File: src/rtl/video_timing_gen.sv
// video_timing_gen: free-running display timing with signed coordinates, blanking at negative values
module video_timing_gen #(
  parameter int HRES     = 640,
  parameter int VRES     = 480,
  parameter int H_FP     = 16,
  parameter int H_SYNC   = 96,
  parameter int H_BP     = 48,
  parameter int V_FP     = 10,
  parameter int V_SYNC   = 2,
  parameter int V_BP     = 33,
  parameter int H_POL    = 0,
  parameter int V_POL    = 0,
  parameter int COORDSPC = 16,
  parameter int FCNTW    = 16
) (
  input  logic                       video_clk_pix,
  input  logic                       video_rst_n,
  output logic signed [COORDSPC-1:0] sx,
  output logic signed [COORDSPC-1:0] sy,
  output logic                       hsync,
  output logic                       vsync,
  output logic                       video_enable,
  output logic                       frame_start,
  output logic                       line_start,
  output logic [FCNTW-1:0]           frame_num
);
  typedef logic signed [COORDSPC-1:0] coord_t;
  localparam int HB  = H_FP + H_SYNC + H_BP;
  localparam int VB  = V_FP + V_SYNC + V_BP;
  localparam int LIM = 2 ** (COORDSPC - 1);
  localparam coord_t H_STA  = coord_t'(-HB);
  localparam coord_t HS_STA = coord_t'(H_FP - HB);
  localparam coord_t HS_END = coord_t'(H_FP + H_SYNC - HB);
  localparam coord_t HA_END = coord_t'(HRES - 1);
  localparam coord_t V_STA  = coord_t'(-VB);
  localparam coord_t VS_STA = coord_t'(V_FP - VB);
  localparam coord_t VS_END = coord_t'(V_FP + V_SYNC - VB);
  localparam coord_t VA_END = coord_t'(VRES - 1);
  localparam logic H_ACT = H_POL != 0;
  localparam logic V_ACT = V_POL != 0;
  if (HB > LIM || HRES > LIM || VB > LIM || VRES > LIM) begin : g_width_check
    $error("COORDSPC too narrow for the configured timing");
  end
  coord_t sx_n, sy_n;
  logic   eol;
  // next-pixel counters; outputs decode these so every register describes the same pixel
  always_comb begin
    eol  = sx == HA_END;
    sx_n = eol ? H_STA : sx + coord_t'(1);
    sy_n = eol ? (sy == VA_END ? V_STA : sy + coord_t'(1)) : sy;
  end
  // counters and registered decode; reset parks at the last pixel so the first edge starts a frame
  always_ff @(posedge video_clk_pix or negedge video_rst_n) begin
    if (!video_rst_n) begin
      sx           <= HA_END;
      sy           <= VA_END;
      hsync        <= !H_ACT;
      vsync        <= !V_ACT;
      video_enable <= 1'b0;
      frame_start  <= 1'b0;
      line_start   <= 1'b0;
      frame_num    <= '0;
    end else begin
      sx           <= sx_n;
      sy           <= sy_n;
      hsync        <= (sx_n >= HS_STA && sx_n < HS_END) == H_ACT;
      vsync        <= (sy_n >= VS_STA && sy_n < VS_END) == V_ACT;
      video_enable <= !sx_n[COORDSPC-1] && !sy_n[COORDSPC-1];
      line_start   <= sx_n == H_STA;
      frame_start  <= sx_n == H_STA && sy_n == V_STA;
      if (sx_n == H_STA && sy_n == V_STA) frame_num <= frame_num + FCNTW'(1);
    end
  end
endmodule
File: config.mk
export PLATFORM = sky130hd
export DESIGN_NAME = video_timing_gen
export DESIGN_NICKNAME = d
export VERILOG_FILES = /design/src/rtl/video_timing_gen.sv
export SDC_FILE = /design/constraint.sdc
export NUM_CORES = 1
export LEC_CHECK = 0
export ABC_AREA = 1
export ABC_CLOCK_PERIOD_IN_PS = 2300
export CAP_MARGIN = 25
export CORE_MARGIN = 3
export CORE_UTILIZATION = 49
export DETAILED_ROUTE_END_ITERATION = 8
export GPL_TIMING_DRIVEN = 1
export PLACE_DENSITY = 0.79
export REMOVE_ABC_BUFFERS = 1
export SLEW_MARGIN = 20
export SYNTH_ARGS = -nofsm -noshare
export SYNTH_HDL_FRONTEND = slang
export SYNTH_SLANG_ARGS = --single-unit
File: constraint.sdc
create_clock -name video_clk_pix -period 2.3 [get_ports video_clk_pix]
set_input_delay 0.23 -clock video_clk_pix [delete_from_list [all_inputs] [get_ports video_clk_pix]]
set_output_delay 0.23 -clock video_clk_pix [all_outputs]
set_load 0.005 [all_outputs]
### Yosys cells after proc, flatten, opt, wreduce, memory -nomap -nowiden

Cells that the tools add are included.

* register bits after elaboration: 53
* input port bits: 2
* output and inout bits: 53
* logic and storage cells: 30

* $add $sub $neg: 3
* $lt $le $gt $ge: 4
* equal/unequal tests: 4
* multiplexer cells: 3
* bitwise gates (word level): 2
* reductions and logical operators: 6

Operators by type and width (count)
* 16-bit 2-to-1 mux: 3
* 16-bit by 2-bit adder with 16-bit output, second input constant: 2
* 16-bit by 7-bit less-than comparator with 1-bit output, second input constant: 2
* 16-bit by 1-bit adder with 16-bit output, second input constant: 1
* 16-bit by 10-bit equality test with 1-bit output, second input constant: 1
* 16-bit by 11-bit equality test with 1-bit output, second input constant: 1
* 16-bit by 7-bit equality test with 1-bit output, second input constant: 1
* 16-bit by 9-bit equality test with 1-bit output, second input constant: 1
* 16-bit by 7-bit >= comparator with 1-bit output, second input constant: 1
* 16-bit by 9-bit >= comparator with 1-bit output, second input constant: 1
* 1-bit logical AND: 4
* 1-bit logical NOT: 2
* 1-bit NOT: 2

### Logic depth before layout (Yosys ltp)

* depth after elaboration: 6
* mapped depth: 16

### Worst setup path after synthesis

OpenSTA, ideal clock, no wires.

* path kind: register to register
* start point: register sx[0]
* end point: register frame_num[10]
* library setup time: 0.117 ns
* arrival: 2.177 ns
* data required time: 2.183 ns
* slack: 0.006 ns
* cell stages (with the launch flop): 15
* path buffers: 1
* cells stage by stage: dfstp_2 ha_1 nand2_2 nor2_4 nand3_2 nor2_4 or2_2 nand2_2 nor2_2 nand2_2 nor2_8 nand3_4 buf_6 nand2_2 nand2_1

* cells in the longest elaborated chain, start to end: 4

Ends and longest elaborated chain
* start: declaration: RTL line 18 `output logic signed [COORDSPC-1:0] sx,`
* start signal: assignment: RTL line 64 `sx <= sx_n;`
* 16-bit by 2-bit adder with 16-bit output or 16-bit by 11-bit equality test with 1-bit output (tied branches): RTL line 49, 48
* 16-bit 2-to-1 mux, on equally long branches: RTL line 49, 50
* 16-bit by 9-bit equality test with 1-bit output or 16-bit by 7-bit equality test with 1-bit output (tied branches): RTL line 71 `if (sx_n == H_STA && sy_n == V_STA) frame_num <= frame_num + FCNTW'(1);`
* 1-bit logical AND *: RTL line 71
* end signal: assignment: RTL line 71
* end: declaration: RTL line 25 `output logic [FCNTW-1:0] frame_num`

Mark *: on every way between the ends. The rest lies on a longest branch, timed or not.
A chain may end at the register's enable or synchronous reset.

### Worst setup path after layout

* start point: register sx[14]
* end point: register frame_num[8]

Same word-level chain as after synthesis.

==> results.json <==
{
  "setup-tns-final_ps": -615.7,
  "nFillCells": 531,
  "fin_crit_sh_pct": 103.8,
  "chipHeight_um": 90.92,
  "die_w_um": 90.92,
  "grt_pass1_wl_mm": 15.78,
  "max_stage_delay_ps": 410,
  "numPortBuffers": 54,
  "numClockSinks": 53,
  "wirelength_mm": 9.732,
  "tritoncts": "done",
  "status": "complete, but fails checks",
  "synthArstFlopShare_pct": 100.0,
  "cp.arrival_ps": 2580,
  "leakage_nw": 2.338,
  "setup_violations": 16,
  "clk_pin_slew_ps": 100,
  "cts_buffer_depth": 2,
  "final_core_util_pct": 70.65,
  "path_delay_family": "simple AND/OR/NAND/NOR gates",
  "hold_violations": 0,
  "avgRoutedWirePerCell_um": 14.19,
  "synth_area_per_cell_um2": 7.470,
  "synth_seq_cells": 53,
  "ant_nets": 0,
  "initial_core_util_pct": 51.16,
  "dp_slack_ps": -252.6,
  "row_count": 30,
  "end_kind": "flop",
  "peakVddDrop_uv": 267.6,
  "ctsHoldBuffers": 0,
  "first_iter_violations": 260,
  "cp_max_fo": 8,
  "root_buffer": "clkbuf_8",
  "numCtsBuffers": 5,
  "vias": 3675,
  "clock_latency_ps": 310,
  "powerDensity_nw_per_um2": 314.7,
  "start_kind": "flop",
  "area_delta_synth_final_pct": 38.10,
  "antenna_found_initial": 0,
  "fin_hold_ws_ps": 29.35,
  "synthAdderAreaFrac_pct": 1.062,
  "synthTopCellsByArea": "dfrtp_1 (25%), nand2_1 (13%), dfstp_2 (13%)",
  "crit_buf_inv": 2,
  "tightest_slew_ps": 862.7,
  "syn-cell-area_um2": 3533,
  "synthDistinctLibCells": 31,
  "drive_gt1_share_pct": 27.80,
  "grt_max_degree": 41,
  "min_period_ps": 2387,
  "drv_slew": 0,
  "yosysWarnings": 0,
  "required_ps": 2490,
  "synth-simple-area-share_pct": 43.24,
  "grt_pass1_vias": 3457,
  "firstDrtPassIters": 7,
  "grt_setup_unrepaired": "yes",
  "fin_ws_ps": -87.33,
  "hold_class": "primary input to async pin",
  "via_per_inst": 5.357,
  "synth_compound_area_share_pct": 2.727,
  "track_usage_pct": 22.85,
  "muxShareOfSynthArea_pct": 0,
  "synth_ff_type": "dfrtp_1",
  "overflow": 0,
  "violations": "negative setup slack",
  "synthXorXnorAreaFrac_pct": 5.701,
  "yosysSeqAreaShare_pct": 38.17,
  "routabilityCongestion": 0.9552,
  "synth_cells": 473,
  "slew_headroom_pct": 42.49,
  "clock_skew_ps": 11.19,
  "core-area_um2": 6907,
  "synth_top_family_by_area": "simple AND/OR/NAND/NOR gates",
  "synth_edf_count": 0,
  "cpMaxStageDelayCell": "dfrtp_1",
  "fin_nets": 594,
  "fmax_mhz": 418.9,
  "die-area_um2": 8266,
  "synth_largest_area_cell": "dfrtp_1",
  "io_pins": 55,
  "h-tree-depth": 2,
  "worstSetupPathType": "flop to flop",
  "route.detailed.drc": 0,
  "crit_path_cell_trace": "inv_1 > nand2_1 > nor2_1 > nand2_1 > nor2_4 > buf_6 > or2_2 > nand2_2 > nor2_4 > nand2_2 > nor2_8 > nand3_4 > nand2_2 > nand2_1",
  "num_antenna_cells": 0,
  "netlist.area_leader.share_pct": 24.79,
  "drv_cap": 0,
  "hpwlAfterDp_mm": 6.712
}
## placed cells by master (no fill, tap or decap), drive strengths merged
| cell | netlist | routed |
|---|---|---|
| o21ai | 14 | 14 |
| buf | 8 | 61 |
| or2 | 1 | 1 |
| nand3b | 2 | 2 |
| dfstp | 18 | 18 |
| a31oi | 1 | 1 |
| dfrtp | 35 | 35 |
| nor3 | 5 | 5 |
| nand4 | 34 | 34 |
| nor3b | 1 | 1 |
| inv | 67 | 67 |
| ha | 3 | 3 |
| nor2 | 67 | 68 |
| xnor2 | 6 | 6 |
| clkbuf | 0 | 7 |
| clkdlybuf4s50 | 0 | 53 |
| nand3 | 45 | 47 |
| a21oi | 1 | 1 |
| o211ai | 1 | 1 |
| nand2 | 147 | 147 |
| clkinv | 0 | 1 |
| xor2 | 17 | 17 |
## report_power, final
part	switching (W)	total (W)	internal (W)	leakage, nW
clock	0.000309	0.000582	0.000273	0.0542
combinational	0.0000178	0.0000206	0.00000282	1.61
sequential	0	0.000933	0.000933	0.671
## flip-flops by register name, summed over array words and instances, names as in the netlist
signal and flops:
line_start 1, hsync 1, vsync 1, sy 16
video_enable 1, sx 16, frame_num 16, frame_start 1
## final timing paths
path                                           startpoint                         to  slack [ps]  cells past startpoint
worst min-delay path                          video_rst_n           sy[13]$_DFF_PN0_          30                      1
worst max-delay path                     sx[14]$_DFF_PN0_   frame_num[8]$_DFFE_PN0P_         -90                     14
min in group video_clk_pix      frame_num[15]$_DFFE_PN0P_  frame_num[15]$_DFFE_PN0P_         530                      2
worst min register to register  frame_num[15]$_DFFE_PN0P_  frame_num[15]$_DFFE_PN0P_         530                      2
worst max register to register           sx[14]$_DFF_PN0_   frame_num[8]$_DFFE_PN0P_         -90                     14
max in group asynchronous                     video_rst_n   frame_num[9]$_DFFE_PN0P_        1600                      2
## per-layer routing
layer	track usage, %	vias up	routed length (um)
met5	0	-	0
met4	6.784	0	261
met3	4.083	32	786
met2	39.84	180	4705
met1	28.84	1724	3978
li1	-	1739	-
## worst register-to-register path: cells and delay by family (launching register included)
kind          cells  cell delay, ps
buf+inv           2             220
simple gates     12            1660
flops             1             410
## layout make-up
class | instances | area, um^2 | area share, %
Multi-Input combinational cell | 348 | 2013 | 41.26
Timing Repair Buffer | 114 | 1045 | 21.41
Inverter | 67 | 251.5 | 5.154
Sequential cell | 53 | 1349 | 27.64
Tap cell | 96 | 120.1 | 2.462
Clock inverter | 1 | 5.005 | 0.1026
Clock buffer | 7 | 96.34 | 1.974
## synth_stat cells, types with 4 or more instances
cell	number
dfstp_2	18
xor2_1	17
nand2_2	20
nor2_1	54
o21ai_0	8
xnor2_1	6
nor2_4	4
nand2_1	127
nand3_1	34
nor3_1	4
nand4_1	34
dfrtp_1	35
inv_1	61
inv_2	6
buf_6	4
o21ai_1	5
nor2_2	6
nand3_2	8
## repair_timing
action,4_1_cts,5_1_grt
gates resized for setup,10,29
gates cloned,1,3
pin swaps,14,31
setup buffers,3,7
endpoints found under the setup margin,19,20
## cell families after synthesis
| logic type | count (synthesis) |
|---|---|
| and+or+nand+nor | 302 |
| buffers and inverters | 75 |
| DFF | 53 |
| xor gates and xnor gates | 23 |
| AOI/OAI and AO/OA | 17 |
| adders and majority gates | 3 |
## through the flow
stage / instance area [um^2] / instances / power (W)
after global placement: 4512 / 664 / 0.0009717
after floorplan: 3463 / 465 / 0.0009501
after CTS: 4697 / 676 / 0.001553
final: 4880 / 686 / 0.001535
after global routing: 4880 / 686 / 0.001595
after detailed placement: 4512 / 664 / 0.0009718
(Power assumes the default switching activity.)
==> RTL change 1 (config.mk and constraints unchanged) <==
`V_POL`: 0 -> 1.
--- a/src/rtl/video_timing_gen.sv
+++ b/src/rtl/video_timing_gen.sv
@@ -10,5 +10,5 @@
   parameter int V_BP     = 33,
   parameter int H_POL    = 0,
-  parameter int V_POL    = 0,
+  parameter int V_POL    = 1,
   parameter int COORDSPC = 16,
   parameter int FCNTW    = 16
Function: changed (a bounded check fails within 4 cycles, from zero or initial values and one cycle with video_rst_n low).
==> RTL change 1 against the original RTL <==
  * Worst setup slack got worse by 0.012 ns
  * The run still ends with negative setup slack left
  * Wire length rose by 5.7%
  * Global-route usage rose by 1.6 points
  * Final area rose by 2.7%
  * Non-clock buffer count rose by 11
  * Critical path depth fell by 1
  * Count of clock-buffer cells in the layout did not move
  * Total power rose by 0.48%
  * Clock skew rose by 0.0012 ns
  * Sequential cell count did not move
  * Utilization rose by 2.7 points
  * Area after synthesis fell by 1.7%
==> RTL change 1: results (changes against the original RTL) <==
* Worst-margin pin slew at 0.822 ns (-0.0403 ns)
* Worst path max stage delay at 0.57 ns (+0.16 ns)
* Synth top area cells: dfrtp_1 26%, nand2_1 15%, dfstp_2 13%
* Int Pwr at 1.21 mW (+0.45%)
* Seq Cell Count at 53 (unchanged)
* Vias in the first global route at 3610 (+4.4%)
* Postcts setup bufs at 9 (+6)
* Post-cts repair resize count at 30 (+20)
* Data arrival time of the worst path at 2.61 ns (+0.03 ns)
* Post-synthesis compound-gate area fraction at 2.59% (-0.13 points)
* Status: complete, but fails checks
* Met2 Routed Length at 5250 microns (+11%)
* Failing checks: negative setup slack
* Vias at 3723 (+1.3%)
* FF+latch area at 1350 sq um (about the same)
* Non-Clock Buffer Count at 125 (+9.6%)
* Global-route wire length before repair at 16600 microns (+4.9%)
* End point of the critical path: frame_num[11]
* Share of post-route cells with drive strength above 1 at 28.4% (+0.58 points)
* CP max stage cell: dfstp_2
* Netlist cell types at 33 (+6.5%)
* FF-to-FF path depth at 13 (-1)
* Wl on met1 at 4090 microns (+2.8%)
* DP HPWL at 7070 microns (+5.3%)
* Placer Congestion at 0.965 (+1.0%)
* Met3 wire length at 703 microns (-11%)
* Multi-input comb cells at 350 (+0.57%)
* Met3 Track Usage GR at 4.27% (+0.18 points)
* Synth Area in XOR/XNOR at 5.80% (+0.099 points)
* Largest net degree at the start of global routing at 38 (-7.3%)
* PnR worst setup slack at -0.0996 ns (-0.0123 ns)
* Final-layout clock-cell area share at 2.10% (+0.021 points)
* Final non-clock buffer share at 23.8% (+2.4 points)
* Setup Slack @ Placement at -0.0955 ns (+0.157 ns)
* Met2 Resource Use GR at 43.4% (+3.5 points)
* Peak supply drop at 0.000325 V (+21%)
* Tot GR Track Use at 24.5% (+1.6 points)
* Clk_skew at 0.0123 ns (+0.00115 ns)
* Leak Pwr at 2.45 nW (+4.9%)
* Finish-stage setup viols at 17 (+1)
* Final wirelength at 10300 microns (+5.7%)
* Fin nets at 603 (+1.5%)
* DR iter-0 viols at 232 (-11%)
-- RTL change 1: cell types whose count changed after synthesis, moves of 2 or more --
cell | before | now
nand2_1 | 127 | 138
nand2_2 | 20 | 10
inv_1 | 61 | 56
nand3_1 | 34 | 37
nor2_1 | 54 | 57
a21oi_1 | 0 | 2
buf_2 | 2 | 0
nand3_2 | 8 | 6
nand3_4 | 3 | 1
-- RTL change 1: stage by stage --
stage | cell area [sq um] | TNS (ns) | instances | hold slack [ns] | total power [mW]
after floorplan | 3390 | -1.70 | 464 | -0.0656 | 0.950
after global placement | 4490 | -0.501 | 669 | 0.364 | 0.972
after detailed placement | 4490 | -1.19 | 669 | 0.375 | 0.972
after CTS | 4850 | 0 | 689 | 0.0448 | 1.56
after global routing | 5010 | -2.54 | 695 | 0.0705 | 1.60
final | 5010 | -1.03 | 695 | 0.0176 | 1.54
==> RTL change 2 (same settings) <==
Made on the original files. Make the reset (`video_rst_n`) synchronous in one clocked block.
--- a/src/rtl/video_timing_gen.sv
+++ b/src/rtl/video_timing_gen.sv
@@ -51,5 +51,5 @@
   end
   // counters and registered decode; reset parks at the last pixel so the first edge starts a frame
-  always_ff @(posedge video_clk_pix or negedge video_rst_n) begin
+  always_ff @(posedge video_clk_pix) begin
     if (!video_rst_n) begin
       sx           <= HA_END;
Function: differs if video_rst_n is asserted again (counterexample within 4 cycles, from zero or initial values and one cycle with video_rst_n low); with video_rst_n held inactive, the same outputs for 10 cycles.
==> RTL change 2 against the original RTL <==
  * Sequential cell count is the same
  * Count of clock-buffer cells in the layout is 2 lower
  * Largest cell class unchanged
  * Non-clock buffer count fell by 16
  * Area after synthesis fell by 2.1%
  * Final area is 4.3% lower
  * Wire length up 2.3%
  * Worst setup slack gained 0.13 ns
  * Maximum frequency is 5.8% higher
  * Critical path type unchanged
Power is left out: it rests on default switching activity, and per cell area and clock period it moved more than threefold.
==> RTL change 2: results (changes against the original RTL) <==
* Netlist cell types at 36 (+16%)
* Path category of the worst min-delay check: flip-flop to flip-flop
* Vias in the first global route at 3500 (+1.2%)
* Placer Congestion at 0.927 (-3.0%)
* DP HPWL at 7070 microns (+5.4%)
* Worst path max stage delay at 0.36 ns (-0.05 ns)
* CP max stage cell: dfxtp_2
* Async set-reset flop share out of synthesis at 0% (-100 points)
* Met2 Routed Length at 4760 microns (+1.2%)
* Largest net degree at the start of global routing at 25 (-39%)
* Drt first pass iters at 5 (-2)
* Prevailing post-synth register cell: dfxtp_1
* DR iter-0 viols at 285 (+9.6%)
* CP delay by family, top: simple AND/OR/NAND/NOR gates
* Clock root buffer: clkbuf_8
* Drt wl/cell at 14.1 microns (-0.75%)
* CTS clock-pin slew for the worst setup and hold paths at 0.10 ns (about the same)
* Data arrival time of the worst path at 2.47 ns (-0.11 ns)
* Antenna violations before repair at 0 (unchanged)
* PortBufs at 54 (unchanged)
* DR top layer: met4
* Vias per inst at 5.35 (-0.17%)
* # diodes at 0 (unchanged)
* Synth warn at 0 (unchanged)
* Worst-margin pin slew at 0.479 ns (-0.384 ns)
* Wl on met1 at 4330 microns (+8.7%)
* Latest clock arrival within the worst-skew pair at 0.32 ns
* Largest regs: frame_num (16), sx (16), sy (16)
* Top-area cell type share of the netlist area at 30.7% (+5.9 points)
* Synth top area cells: dfxtp_1 31%, nand2_1 16%, nor2_1 7.4%
* Post-synthesis sequential area ratio at 30.7% (-7.5 points)
* Global-route wire length before repair at 15800 microns (unchanged)
* Status: finished clean
* Fin nets at 615 (+3.5%)
* Crit path max fanout at 8 (unchanged)
* Met3 wire length at 711 microns (-9.5%)
* Most frequent cells after synthesis: 148 x nand2_1, 68 x nor2_1, 53 x dfxtp_1
* Share of post-route cells with drive strength above 1 at 24.2% (-3.6 points)
* Tot GR Track Use at 23.0% (+0.12 points)
* Clk_skew at 0.00836 ns (-0.00284 ns)
## RTL change 2: area by class of cell
type                            count  area (sq um)
Clock inverter                      3          21.3
Multi-Input combinational cell    393          2200
Inverter                           59           224
Timing Repair Buffer               98           960
Sequential cell                    53          1070
Fill cell                         600          2160
Tap cell                           96           120
Clock buffer                        5          68.8
## RTL change 2: final timing paths
| check | startpoint | endpoint | slack (ns) | cells past startpoint |
|---|---|---|---|---|
| worst min register to register | frame_num[1] | frame_num[1] | 0.51 | 2 |
| worst max register to register | sx[1] | frame_num[5] | 0.04 | 14 |
| worst min-delay path | frame_num[1] | frame_num[1] | 0.51 | 2 |
| worst max-delay path | sx[1] | frame_num[5] | 0.04 | 14 |
## RTL change 2: stage by stage
stage          instances  instance area [sq um]  setup slack [ns]  setup TNS [ns]
2_1_floorplan        504                   3330            -0.102           -1.53
4_1_cts              691                   4330            0.0152               0
5_1_grt              707                   4670           -0.0869          -0.977
6_report             707                   4670            0.0444               0
3_5_place_dp         683                   4240            0.0450               0
3_3_place_gp         683                   4240             0.145               0
## RTL change 2: repair_timing
item / CTS / global route
endpoints found under the setup margin: 0 / 18
gates resized for setup: 0 / 63
buffers inserted: 0 / 13
## RTL change 2: routing by layer
metal | up-vias | GRT usage (%)
met5 | - | 0
li1 | 1858 | -
met3 | 14 | 4.35
met4 | 0 | 5.99
met2 | 175 | 38.6
met1 | 1734 | 30.2
## RTL change 2: cells by family after synthesis
kind of cell               synth area share [%]
AOI/OAI and AO/OA                          5.31
adders and majority gates                  1.08
and+or+nand+nor                            47.2
buffers and inverters                      10.2
xor gates and xnor gates                   5.57
DFF                                        30.7
## RTL change 2: tightest hold or removal path, delay by kind of cell, from the launching register on
kind | cells | cell delay, ns
and+or+nand+nor | 1 | 0.08
AOI/OAI and AO/OA | 1 | 0.05
DFF | 1 | 0.35
